==> src/rtl/gray_pkg.sv <==
// Shared constants for the Gray-code switch path: debouncer and Gray decoder.
package gray_pkg;
  localparam int ANCHO_GRAY           = 4;
  localparam int MUESTRAS_ANTIRREBOTE = 100;
endpackage : gray_pkg

==> src/rtl/sincronizador.sv <==
// Two-flop synchronizer bringing the asynchronous switch vector into the clk domain.
module sincronizador #(
  parameter int ANCHO = 4
) (
  input  logic             clk,
  input  logic             reset,
  input  logic [ANCHO-1:0] d,
  output logic [ANCHO-1:0] q
);

  logic [ANCHO-1:0] etapa1_r;
  logic [ANCHO-1:0] etapa2_r;

  // Metastability filter: two back-to-back capture stages.
  always_ff @(posedge clk or negedge reset) begin
    if (!reset) begin
      etapa1_r <= {ANCHO{1'b0}};
      etapa2_r <= {ANCHO{1'b0}};
    end else begin
      etapa1_r <= d;
      etapa2_r <= etapa1_r;
    end
  end

  assign q = etapa2_r;

endmodule : sincronizador

==> src/rtl/antirrebote_gray.sv <==
// Debouncer for a Gray-coded switch bank: a new value is accepted only after
// MUESTRAS consecutive equal samples taken on rising edges of clk_dividido.
module antirrebote_gray
  import gray_pkg::*;
#(
  parameter int MUESTRAS = MUESTRAS_ANTIRREBOTE,
  parameter int ANCHO    = ANCHO_GRAY
) (
  input  logic             clk,
  input  logic             reset,
  input  logic             clk_dividido,
  input  logic [ANCHO-1:0] sw,
  output logic [ANCHO-1:0] gray_estable,
  output logic             cambio
);

  localparam int               CW         = $clog2(MUESTRAS) + 1;
  localparam logic [CW-1:0]    MUESTRAS_C = CW'(MUESTRAS);
  localparam logic [CW-1:0]    UNO_C      = CW'(1);

  logic [ANCHO-1:0] sw_sinc_s;
  logic             clk_div_prev_r;
  logic [ANCHO-1:0] candidato_r;
  logic [CW-1:0]    contador_r;
  logic [ANCHO-1:0] gray_estable_r;
  logic             cambio_r;
  logic             muestra_s;
  logic             aceptar_s;

  sincronizador #(
    .ANCHO (ANCHO)
  ) u_sincronizador (
    .clk   (clk),
    .reset (reset),
    .d     (sw),
    .q     (sw_sinc_s)
  );

  // Sample strobe and acceptance condition; the divider is only ever treated as data.
  always_comb begin
    muestra_s = 1'b0;
    aceptar_s = 1'b0;
    if (clk_dividido && !clk_div_prev_r) begin
      muestra_s = 1'b1;
    end else begin
      muestra_s = 1'b0;
    end
    if ((contador_r == MUESTRAS_C) && (candidato_r != gray_estable_r)) begin
      aceptar_s = 1'b1;
    end else begin
      aceptar_s = 1'b0;
    end
  end

  // Candidate tracking, saturating run counter and the accepted stable value.
  always_ff @(posedge clk or negedge reset) begin
    if (!reset) begin
      clk_div_prev_r <= 1'b0;
      candidato_r    <= {ANCHO{1'b0}};
      contador_r     <= {CW{1'b0}};
      gray_estable_r <= {ANCHO{1'b0}};
      cambio_r       <= 1'b0;
    end else begin
      clk_div_prev_r <= clk_dividido;
      if (muestra_s) begin
        if (sw_sinc_s != candidato_r) begin
          candidato_r <= sw_sinc_s;
          contador_r  <= UNO_C;
        end else if (contador_r < MUESTRAS_C) begin
          contador_r <= contador_r + UNO_C;
        end
      end
      // Acceptance looks at the registered count, so it lands one clk after the last sample.
      if (aceptar_s) begin
        gray_estable_r <= candidato_r;
        cambio_r       <= 1'b1;
      end else begin
        cambio_r <= 1'b0;
      end
    end
  end

  assign gray_estable = gray_estable_r;
  assign cambio       = cambio_r;

endmodule : antirrebote_gray

==> config.mk <==
export PLATFORM = sky130hd
export DESIGN_NAME = antirrebote_gray
export DESIGN_NICKNAME = d
export VERILOG_FILES = /design/src/rtl/gray_pkg.sv /design/src/rtl/sincronizador.sv /design/src/rtl/antirrebote_gray.sv
export SDC_FILE = /design/constraint.sdc
export NUM_CORES = 1
export LEC_CHECK = 0
export BUFFER_PORTS_ARGS = -buffer_cell sky130_fd_sc_hd__clkbuf_2
export CAP_MARGIN = 10
export CORE_ASPECT_RATIO = 1.1
export CORE_MARGIN = 3
export CORE_UTILIZATION = 45
export DETAILED_ROUTE_END_ITERATION = 10
export GPL_TIMING_DRIVEN = 0
export MAX_ROUTING_LAYER = met4
export PLACE_DENSITY_LB_ADDON = 0.3
export SYNTH_ARGS = -nofsm -noshare
export SYNTH_HDL_FRONTEND = slang
export SYNTH_HIERARCHICAL = 1
export SYNTH_SLANG_ARGS = --single-unit
export TNS_END_PERCENT = 1
==> constraint.sdc <==
create_clock -name clk -period 3.8 [get_ports clk]
set_clock_uncertainty 0.2 [all_clocks]
set_input_delay 0 -clock clk [delete_from_list [all_inputs] [get_ports clk]]
set_output_delay 0 -clock clk [all_outputs]
set_load 0.03 [all_outputs]
## Word-level counts from Yosys, hierarchy flattened

Cells that the tools add are included.

| cells by class | value |
|---|---|
| reduce and logical (&&, ||, !) cells | 6 |
| add/subtract/negate cells | 1 |
| order comparisons | 1 |
| equal/unequal tests | 3 |
| muxes and demuxes | 5 |

Operators by type and width:

| cell | count |
|---|---|
| 8-bit 2-to-1 mux | 2 |
| 8-bit by 1-bit adder with 8-bit output (second input constant) | 1 |
| 8-bit by 7-bit == test with 1-bit output (second input constant) | 1 |
| 8-bit by 7-bit < comparator with 1-bit output (second input constant) | 1 |
| 4-bit inequality test | 2 |
| 2-bit AND reduction | 2 |
| 1-bit 2-to-1 mux | 3 |
| 1-bit logical AND | 2 |
| 2-bit nonzero test | 1 |
| 1-bit logical NOT | 1 |

| word-level totals | value |
|---|---|
| register bits | 26 |
| input port bits | 7 |
| output and inout port bits | 5 |

## Longest topological paths before layout

Gate-level depths: netlist of the first run.

| logic depth | value |
|---|---|
| depth in word-level cells | 4 |
| depth in mapped cells | 6 |
| depth with buffers taken out | 5 |

## Cells and area by module

Netlist of the first run, hierarchy kept.

By module, submodules not included:

| module | times used | area an instance (µm²) | cells an instance | seq. area each (µm²) |
|---|---|---|---|---|
| antirrebote_gray | 1 | 924.6 | 83 | 450.4 |
| sincronizador | 1 | 200.2 | 8 | 200.2 |

## Worst setup path after synthesis of the first run

OpenSTA, ideal clock, no wires.

| timing | value |
|---|---|
| path type | register to register |
| start | reg contador_r[0] |
| end | reg gray_estable_r[0], in the netlist gray_estable[0] |
| clock period less this slack | 1816 ps |
| arrival | 1490 ps |
| library setup time | 125 ps |
| slack | 1984 ps |
| cell stages (with the launch flop) | 7 |
| required time | 3475 ps |
| cell sequence | dfrtp_1 inv_1 ha_1 nand4_1 or4_1 buf_6 mux2_4 |

| between the ends | value |
|---|---|
| word-level cells in the longest chain between the ends | 3 |

Ends and longest elaborated chain:

| item | line | text |
|---|---|---|
| start: declaration | antirrebote_gray.sv:24 | `logic [CW-1:0] contador_r;` |
| start signal: assignment | antirrebote_gray.sv:60 | `contador_r <= {CW{1'b0}};` |
| start signal: assignment | antirrebote_gray.sv:70 | `contador_r <= contador_r + UNO_C;` |
| 8-bit by 7-bit == test with 1-bit output | antirrebote_gray.sv:48 | `if ((contador_r == MUESTRAS_C) && (candidato_r != gray_estable_r)) begin` |
| 1-bit logical AND | antirrebote_gray.sv:48 |  |
| 1-bit 2-to-1 mux | antirrebote_gray.sv:48 |  |
| end signal: assignment | antirrebote_gray.sv:61 | `gray_estable_r <= {ANCHO{1'b0}};` |
| end signal: assignment | antirrebote_gray.sv:75 | `gray_estable_r <= candidato_r;` |
| end: declaration | antirrebote_gray.sv:25 | `logic [ANCHO-1:0] gray_estable_r;` |

No other way between the ends.
A chain may end at the register's enable or synchronous reset.

## Worst setup path in the final report of the first run

| timing | value |
|---|---|
| start | reg candidato_r[3] |
| end | reg contador_r[3] |

| between the ends | value |
|---|---|
| word-level cells in the longest chain between the ends | 3 |

Ends and longest elaborated chain:

| item | line | text |
|---|---|---|
| start: declaration | antirrebote_gray.sv:23 | `logic [ANCHO-1:0] candidato_r;` |
| start signal: assignment | antirrebote_gray.sv:59 | `candidato_r <= {ANCHO{1'b0}};` |
| start signal: assignment | antirrebote_gray.sv:67 | `candidato_r <= sw_sinc_s;` |
| 4-bit inequality test * | antirrebote_gray.sv:66 | `if (sw_sinc_s != candidato_r) begin` |
| 2-bit nonzero test (no source line) | n/a |  |
| 2-bit AND reduction (no source line) | n/a |  |

Mark *: on every way between the ends. The rest lies on a longest branch, timed or not.

==> flow_summary.yaml, run 1 <==
status:
  status: "completed"
yosys:
  yosysSeqAreaShare_pct: 57.8
  synth_fp_nets: 100
  synth_common_cells: "26 x dfrtp_1, 14 x nand2_1, 5 x xnor2_1"
  synthFlopType: "dfrtp_1"
  synth-edff-count: 0
  synth_most_common_cell: "dfrtp_1"
  syn_area_um2: 1120
  yosysTopAreaCellShare_pct: 57.8
  synth-async-reset-ratio_pct: 100
  synth.largest_area_cell: "dfrtp_1"
  synth_warnings: 6
  avgSynthCellArea_um2: 12.4
  synth_cells: 91
  ys_ff_latch: 26
  ys_types: 28
  ys_top_cells_by_area: "dfrtp_1 58%, mux2_4 5.3%, nand2_1 4.7%, xnor2_1 3.9%, xor2_1 3.1%"
placed_design:
  place_congestion: 0.918
  dp_slack_ns: 1.86
  dpl.hpwl_mm: 1.36
  place_area_um2: 1220
  port_buffers: 11
floorplanning:
  start_util_pct: 48.5
  die_area_um2: 3140
  die_h_um: 58.4
  coreArea_um2: 2320
  rows: 18
  die_x_um: 53.7
  ios: 12
timing:
  slew_headroom_pct: 52.6
  min_period_ns: 1.96
  setup_violations: 0
  drv_slew: 0
  post-route-period-util_pct: 51.7
  rsz0062_at_grt: "false"
  worst_slack_ns: 1.84
  worst_slew_pin_slew_ns: 0.704
  fin_setup_tns_ns: 0
  holdWs_ns: 0.0106
  fmaxAchievable_mhz: 509
  finalHoldViolations: 0
pwr:
  total_power_uw: 546
  pwr_density_cell_nw_per_um2: 411
  ir_worst_vdd_v: 0.000421
  leakagePower_nw: 0.646
route:
  ant_nets: 0
  via_per_inst: 5.40
  vias: 767
  drtPass1Iterations: 4
  drcViolationCount: 0
  routed_wl_mm: 1.87
  wire_per_inst_um: 13.2
  drtIter0Drc: 10
critical_path:
  cpMaxStageDelayCell: "o41ai_2"
  arrival_ns: 2.01
  crit_chain: "xor2_1, o41ai_2, o211ai_1, o21ai_0"
  cp_slowest_stage_delay_ns: 0.72
  required_ns: 3.84
  start_kind: "flop"
  cp_max_fo: 7
  cp-end-kind: "flop"
  path_class: "flop to flop"
clock_network:
  cts_buffers: 3
  clock-sinks: 26
  clk_path_buf_depth: 2
  clock_latency_ns: 0.31
  clk_root_buffer_cell: "clkbuf_4"
  cts_setup_buffers: 0
  tritoncts: "yes"
  clkTransAtPathRegs_ns: 0.14
  cts_resized: 0
  cts-htree-levels: 1
grt:
  grt_start_max_net_pins: 27
  first_global_vias: 823
  grt_usage_pct: 15.0
  grt_pass1_wl_mm: 3.42
  grt_overflow: 0
  grt_antenna_before_repair: 0
hold_path:
  hp-class: "primary input to asynchronous set/reset pin"
finish:
  drive_gt1_share_pct: 22.3
  fillers: 207
  area_delta_synth_final_pct: 18.2
  stdcell_area_um2: 1330
  nets: 122
  multiInputGateArea_um2: 452
  seqCellArea_um2: 651
  insertedDiodeCount: 0
job:
  maxCapViolations: 0
-- worst paths after layout --
| check | from | endpoint | slack (ns) | depth (start not counted) |
|---|---|---|---|---|
| min | reset | candidato_r[2] | 0.01 | 2 |
| min reg2reg | u_sincronizador/etapa1_r[3] | u_sincronizador/q[3] | 0.16 | 0 |
| max | candidato_r[3] | contador_r[3] | 1.84 | 4 |
| max reg2reg | candidato_r[3] | contador_r[3] | 1.84 | 4 |
| min in group clk | sw[3] | u_sincronizador/etapa1_r[3] | 0.12 | 2 |
| max in group asynchronous | reset | contador_r[2] | 2.99 | 2 |
-- state kept, by name, summed over array words and instances (netlist names) --
signal,cells
cambio,1
candidato_r,4
clk_div_prev_r,1
contador_r,8
gray_estable,4
u_sincronizador/etapa1_r,4
u_sincronizador/q,4
-- cell usage in the layout, fill, tap and decap left out, drive strengths merged, types with 2 or more instances in the layout --
cell / Yosys / layout
dfrtp: 26 / 26
nand2: 14 / 14
clkbuf: 0 / 14
dlygate4sd3: 0 / 6
xnor2: 5 / 5
nand4: 4 / 4
xor2: 4 / 4
nand3: 4 / 4
mux2: 4 / 4
inv: 3 / 3
o21ai: 3 / 3
a41oi: 2 / 2
nand2b: 2 / 2
and2: 2 / 2
o211ai: 2 / 2
ha: 2 / 2
-- per-layer routing --
| metal | vias up | global-route usage, % | part of all wire, % |
|---|---|---|---|
| met2 | 25 | 24.6 | 51 |
| met3 | 2 | 3.80 | 5.1 |
| met5 | - | - | 0 |
| li1 | 366 | - | - |
| met1 | 374 | 17.9 | 43 |
| met4 | 0 | 4.38 | 1.0 |
-- critical path, delay by kind of cell (launching register included) --
family          cells  cell delay (ns)
xor+xnor            1             0.21
flops               1             0.46
compound gates      3             1.01
-- area by class of cell --
| type | count | share of cell area, % |
|---|---|---|
| tap | 30 | 2.82 |
| timing repair buffer | 17 | 8.65 |
| inverter | 3 | 0.847 |
| clock buffer | 3 | 1.69 |
| multi-input combinational | 61 | 34.0 |
| buffer | 1 | 0.847 |
| sequential | 26 | 48.9 |
| clock inverter | 1 | 2.26 |
-- logic make-up (layout without fill, tap and decap cells) --
| family | Yosys count | in the layout | synth area share, % |
|---|---|---|---|
| xor gates and xnor gates | 9 | 9 | 7.01 |
| muxes | 5 | 5 | 6.23 |
| buffers and inverters | 4 | 25 | 2.00 |
| AOI/OAI and AO/OA | 12 | 12 | 8.45 |
| and+or+nand+nor | 33 | 33 | 16.2 |
| DFF | 26 | 26 | 57.8 |
| adders and majority gates | 2 | 2 | 2.22 |
-- report_power, final --
part	leakage (nW)	switching (mW)	internal (mW)
Combinational	0.285	0.0318	0.0244
Clock	0.0279	0.0784	0.107
Sequential	0.332	0.0145	0.291
-- what timing repair did --
item / 4_1_cts / 5_1_grt
hold buffers: 6 / 0
hold endpoints to repair: 35 / 0
setup endpoints to repair: 0 / 0
-- stage by stage --
stage | utilization, % | instances
final | 57.3 | 142
after global routing | 57.3 | 142
after CTS | 57.3 | 142
after detailed placement | 52.5 | 132
after global placement | 52.5 | 132
after floorplan | - | 91
Note: power is estimated with default switching activity, not from simulation.
==> inputs of run 2 (changes only) <==
==> constraint.sdc (replaced) <==
create_clock -name clk -period 1.76 [get_ports clk]
set_clock_uncertainty 0.2 [all_clocks]
set_input_delay 0 -clock clk [delete_from_list [all_inputs] [get_ports clk]]
set_output_delay 0 -clock clk [all_outputs]
set_load 0.03 [all_outputs]
==> run 2 against run 1 <==
The flow now finishes with violations (setup timing). Worst setup slack lost 1.9 ns. Non-clock buffer count grew 7. Wire length grew 13%. Fmax grew 7.4%. Combinational power grew to 3.2 times the previous value. Sequential share of layout area shrank 3.1 points. Critical path depth grew 1. Final area grew 7.1%. Die area is the same. Clock power grew 120%. Via count grew 4.7%. Total power grew 130%. Critical endpoint is now gray_estable[3].
==> flow_summary.yaml, run 2 (same netlist as run 1, synthesis figures left out) <==
hold_path:
  hp-class: "primary input to asynchronous set/reset pin"
timing:
  fmaxAchievable_mhz: 547
  rsz0062_at_grt: "true"
  drv_slew: 0
  post-route-period-util_pct: 104
  finalHoldViolations: 0
  min_period_ns: 1.83
  worst_slew_pin_slew_ns: 0.617
  slew_headroom_pct: 58.8
  worst_slack_ns: -0.0696
  fin_setup_tns_ns: -0.259
  setup_violations: 4
job:
  maxCapViolations: 0
floorplanning:
  die_h_um: 58.4
  rows: 18
  die_x_um: 53.7
  coreArea_um2: 2320
  ios: 12
  start_util_pct: 48.5
  die_area_um2: 3140
route:
  vias: 803
  wire_per_inst_um: 14.2
  via_per_inst: 5.39
  drtPass1Iterations: 4
  drcViolationCount: 0
  routed_wl_mm: 2.11
  drtIter0Drc: 14
  ant_nets: 0
placed_design:
  port_buffers: 11
  dpl.hpwl_mm: 1.33
  place_congestion: 0.919
critical_path:
  cp-end-kind: "flop"
  required_ns: 1.77
  cp_max_fo: 5
  start_kind: "flop"
  reg2reg_depth: 5
  path_class: "flop to flop"
  arrival_ns: 1.84
grt:
  grt_antenna_before_repair: 0
  grt_pass1_wl_mm: 3.65
  grt_overflow: 0
  grt_start_max_net_pins: 27
  first_global_vias: 871
  grt_usage_pct: 16.1
status:
  status: "finished with violations"
  violations: "setup timing"
clock_network:
  cts-htree-levels: 1
  clk_root_buffer_cell: "clkbuf_4"
  cts_buffers: 3
  clk_path_buf_depth: 2
  clock-sinks: 26
  tritoncts: "yes"
  clkTransAtPathRegs_ns: 0.14
  clock_latency_ns: 0.32
pwr:
  ir_worst_vdd_v: 0.000661
  leakagePower_nw: 0.680
  total_power_mw: 1.24
  pwr_density_cell_nw_per_um2: 867
finish:
  area_delta_synth_final_pct: 26.7
  drive_gt1_share_pct: 31.9
  top_register: "contador_r"
  insertedDiodeCount: 0
  final_common_cell: "dfrtp_1"
  nets: 129
  largest_reg_flops: 8
  layout_common_cells: "24 x dfrtp_1, 14 x nand2_1, 11 x clkbuf_2"
==> run 2: per-layer routing <==
layer	track usage (%)	part of all wire, %
met3	3.29	4.1
met2	27.5	55
met4	5.84	1.4
met1	18.3	39
met5	-	0
==> run 2: per-stage QoR <==
step	std cells	instance area (um2)	hold WS [ns]	setup slack, ns	utilization [%]
6_report	149	1430	0.00665	-0.0696	61.4
5_1_grt	149	1430	0.0723	-0.122	61.4
4_1_cts	144	1370	0.0198	-0.131	58.8
3_5_place_dp	132	1220	-0.155	-0.160	52.5
3_3_place_gp	132	1220	-0.161	-0.127	52.5
2_1_floorplan	91	1120	-0.496	-0.0556	-
==> run 2: critical path, stage by stage (launching register included) <==
cell and delay [ns]:
dfrtp_1 0.42, inv_2 0.06, ha_1 0.14, nand4_1 0.09, or4_4 0.49, mux2_4 0.32
==> run 2: final cells by class <==
cell class | count | area, um2
clock inverter | 1 | 30.0
multi-input combinational | 61 | 492
fill | 181 | 895
timing repair buffer | 25 | 179
inverter | 3 | 11.3
sequential | 26 | 653
clock buffer | 3 | 22.5
tap | 30 | 37.5
==> run 2: path summary, 6_finish.rpt <==
path | from | end | slack [ns]
min in group clk | sw[0] | u_sincronizador/etapa1_r[0] | 0.12
hold reg to reg | u_sincronizador/etapa1_r[3] | u_sincronizador/q[3] | 0.16
hold / removal | reset | gray_estable[0] | 0.007
setup / recovery | contador_r[1] | gray_estable[3] | -0.07
max in group asynchronous | reset | contador_r[2] | 0.92
setup reg to reg | contador_r[1] | gray_estable[3] | -0.07
==> run 2: what timing repair did <==
action	4_1_cts	5_1_grt
endpoints found under the hold margin	35	0
endpoints found under the setup margin	13	13
hold buffers	6	0
resized for setup	2	9
buffers inserted	2	6
pin swaps	1	7
==> run 2: where the power goes <==
group	switching, mW	internal (mW)
Sequential	0.0277	0.628
Combinational	0.0976	0.0821
Clock	0.171	0.230
==> inputs of run 3 (changes only) <==
--- a/config.mk
+++ b/config.mk
@@ -7,7 +7,6 @@
 export LEC_CHECK = 0
 export BUFFER_PORTS_ARGS = -buffer_cell sky130_fd_sc_hd__clkbuf_2
 export CAP_MARGIN = 10
-export CORE_ASPECT_RATIO = 1.1
 export CORE_MARGIN = 3
 export CORE_UTILIZATION = 45
 export DETAILED_ROUTE_END_ITERATION = 10
==> run 3 against run 2 <==
The flow still finishes with violations (setup timing). Worst setup slack got worse by 0.013 ns. Register-to-register slack barely moved. Sequential share of layout area grew 2.7 points. Die area barely moved. Global-route usage is 2.3 points lower. Final area shrank 5.7%. Hold slack better by 0.0093 ns. Critical path type unchanged.
==> flow_summary.yaml, run 3 (same netlist as run 1, synthesis figures left out) <==
critical_path:
  arrival_ns: 1.85
  cpMaxStageDelayCell: "or4_4"
  cp_slowest_stage_delay_ns: 0.49
  cp-end-kind: "flop"
  cp_max_fo: 5
  path_buf_inv: 1
  required_ns: 1.77
  path_class: "flop to flop"
  crit_chain: "inv_1, ha_2, nand4_1, or4_4, mux2_4"
  start_kind: "flop"
  crit_family: "simple AND/OR/NAND/NOR gates"
placed_design:
  dp_slack_ns: -0.155
  place_inst: 130
  place_area_um2: 1210
  port_buffers: 11
  dpl.hpwl_mm: 1.38
  place_congestion: 0.806
clock_network:
  clkTransAtPathRegs_ns: 0.12
  clock_latency_ns: 0.31
  clock-sinks: 26
  clk_root_buffer_cell: "clkbuf_4"
  tritoncts: "yes"
  clk_path_buf_depth: 2
  cts_buffers: 3
  cts-htree-levels: 1
floorplanning:
  die_h_um: 56.0
  start_util_pct: 49.0
  coreArea_um2: 2300
  ios: 12
  die_x_um: 56.0
  die_area_um2: 3140
  rows: 17
timing:
  rsz0062_at_grt: "true"
  drv_slew: 0
  worst_slew_pin_slew_ns: 0.612
  holdWs_ns: 0.0160
  fmaxAchievable_mhz: 543
  post-route-period-util_pct: 105
  finalHoldViolations: 0
  fin_setup_tns_ns: -0.376
  worst_slack_ns: -0.0823
  setup_violations: 8
  min_period_ns: 1.84
  slew_headroom_pct: 59.2
job:
  maxCapViolations: 0
finish:
  area_delta_synth_final_pct: 19.5
  layout_common_cells: "25 x dfrtp_1, 14 x nand2_1, 11 x clkbuf_2"
  stdcell_area_um2: 1340
  final_common_cell: "dfrtp_1"
  drive_gt1_share_pct: 27.2
  nets: 125
  final_util_pct: 58.5
  largest_reg_flops: 8
  top_register: "contador_r"
  stdcell_count: 142
  fillers: 189
  insertedDiodeCount: 0
pwr:
  ir_worst_vdd_v: 0.000578
  total_power_mw: 1.06
  pwr_density_cell_nw_per_um2: 788
  leakagePower_nw: 0.652
status:
  violations: "setup timing"
  status: "finished with violations"
grt:
  first_global_vias: 776
  grt_pass1_wl_mm: 3.32
  grt_usage_pct: 13.8
  grt_start_max_net_pins: 27
  grt_overflow: 0
  grt_antenna_before_repair: 0
route:
  via_per_inst: 5.40
  routed_wl_mm: 1.92
  vias: 767
  drtIter0Drc: 14
  wire_per_inst_um: 13.5
  drtPass1Iterations: 4
  drcViolationCount: 0
  ant_nets: 0
hold_path:
  hp-class: "primary input to asynchronous set/reset pin"
[run 3: cell count changes in the layout (fill, tap and decap cells not counted), sizes merged]
cell,before,now
bufinv,1,0
buf,8,4
[run 3: worst register-to-register path: cells and delay by family, from the launching register on]
| kind | cells | cell delay [ns] |
|---|---|---|
| and+or+nand+nor | 2 | 0.58 |
| DFF | 1 | 0.41 |
| buffers and inverters | 1 | 0.07 |
| muxes | 1 | 0.33 |
| adders and majority gates | 1 | 0.17 |
[run 3: per-layer routing]
metal | vias up | share of wire (%) | track usage, %
met1 | 373 | 44 | 16.0
met2 | 24 | 50 | 23.0
met3 | 2 | 5.0 | 4.87
met4 | 0 | 0.78 | 3.05
met5 | - | 0 | -
li1 | 368 | - | -
[run 3: area by class of cell]
cell class,instances,area (um2),share of cell area [%]
Timing Repair Buffer,21,145,10.8
Multi-Input combinational cell,61,478,35.6
Tap cell,28,35.0,2.61
Inverter,3,11.3,0.838
Sequential cell,26,652,48.5
Clock buffer,3,22.5,1.68
[run 3: worst paths after layout]
path | from | to | slack, ns | cells after the start
min reg2reg | u_sincronizador/etapa1_r[3] | u_sincronizador/q[3] | 0.16 | 0
max in group asynchronous | reset | contador_r[3] | 0.92 | 2
max | contador_r[0] | gray_estable[3] | -0.08 | 5
max reg2reg | contador_r[0] | gray_estable[3] | -0.08 | 5
min | reset | cambio | 0.02 | 2
min in group clk | sw[1] | u_sincronizador/etapa1_r[1] | 0.13 | 2
[run 3: what timing repair did]
item / in CTS / in global routing
pin swaps: 1 / 3
gates resized for setup: 2 / 6
endpoints found under the hold margin: 35 / 0
hold buffers: 6 / 0
setup buffers: 2 / 2
setup endpoints to repair: 13 / 12
[run 3: power breakdown]
group	total, mW	internal [mW]	switching, mW
Combinational	0.171	0.0789	0.0922
Clock	0.232	0.0800	0.153
Sequential	0.656	0.628	0.0281
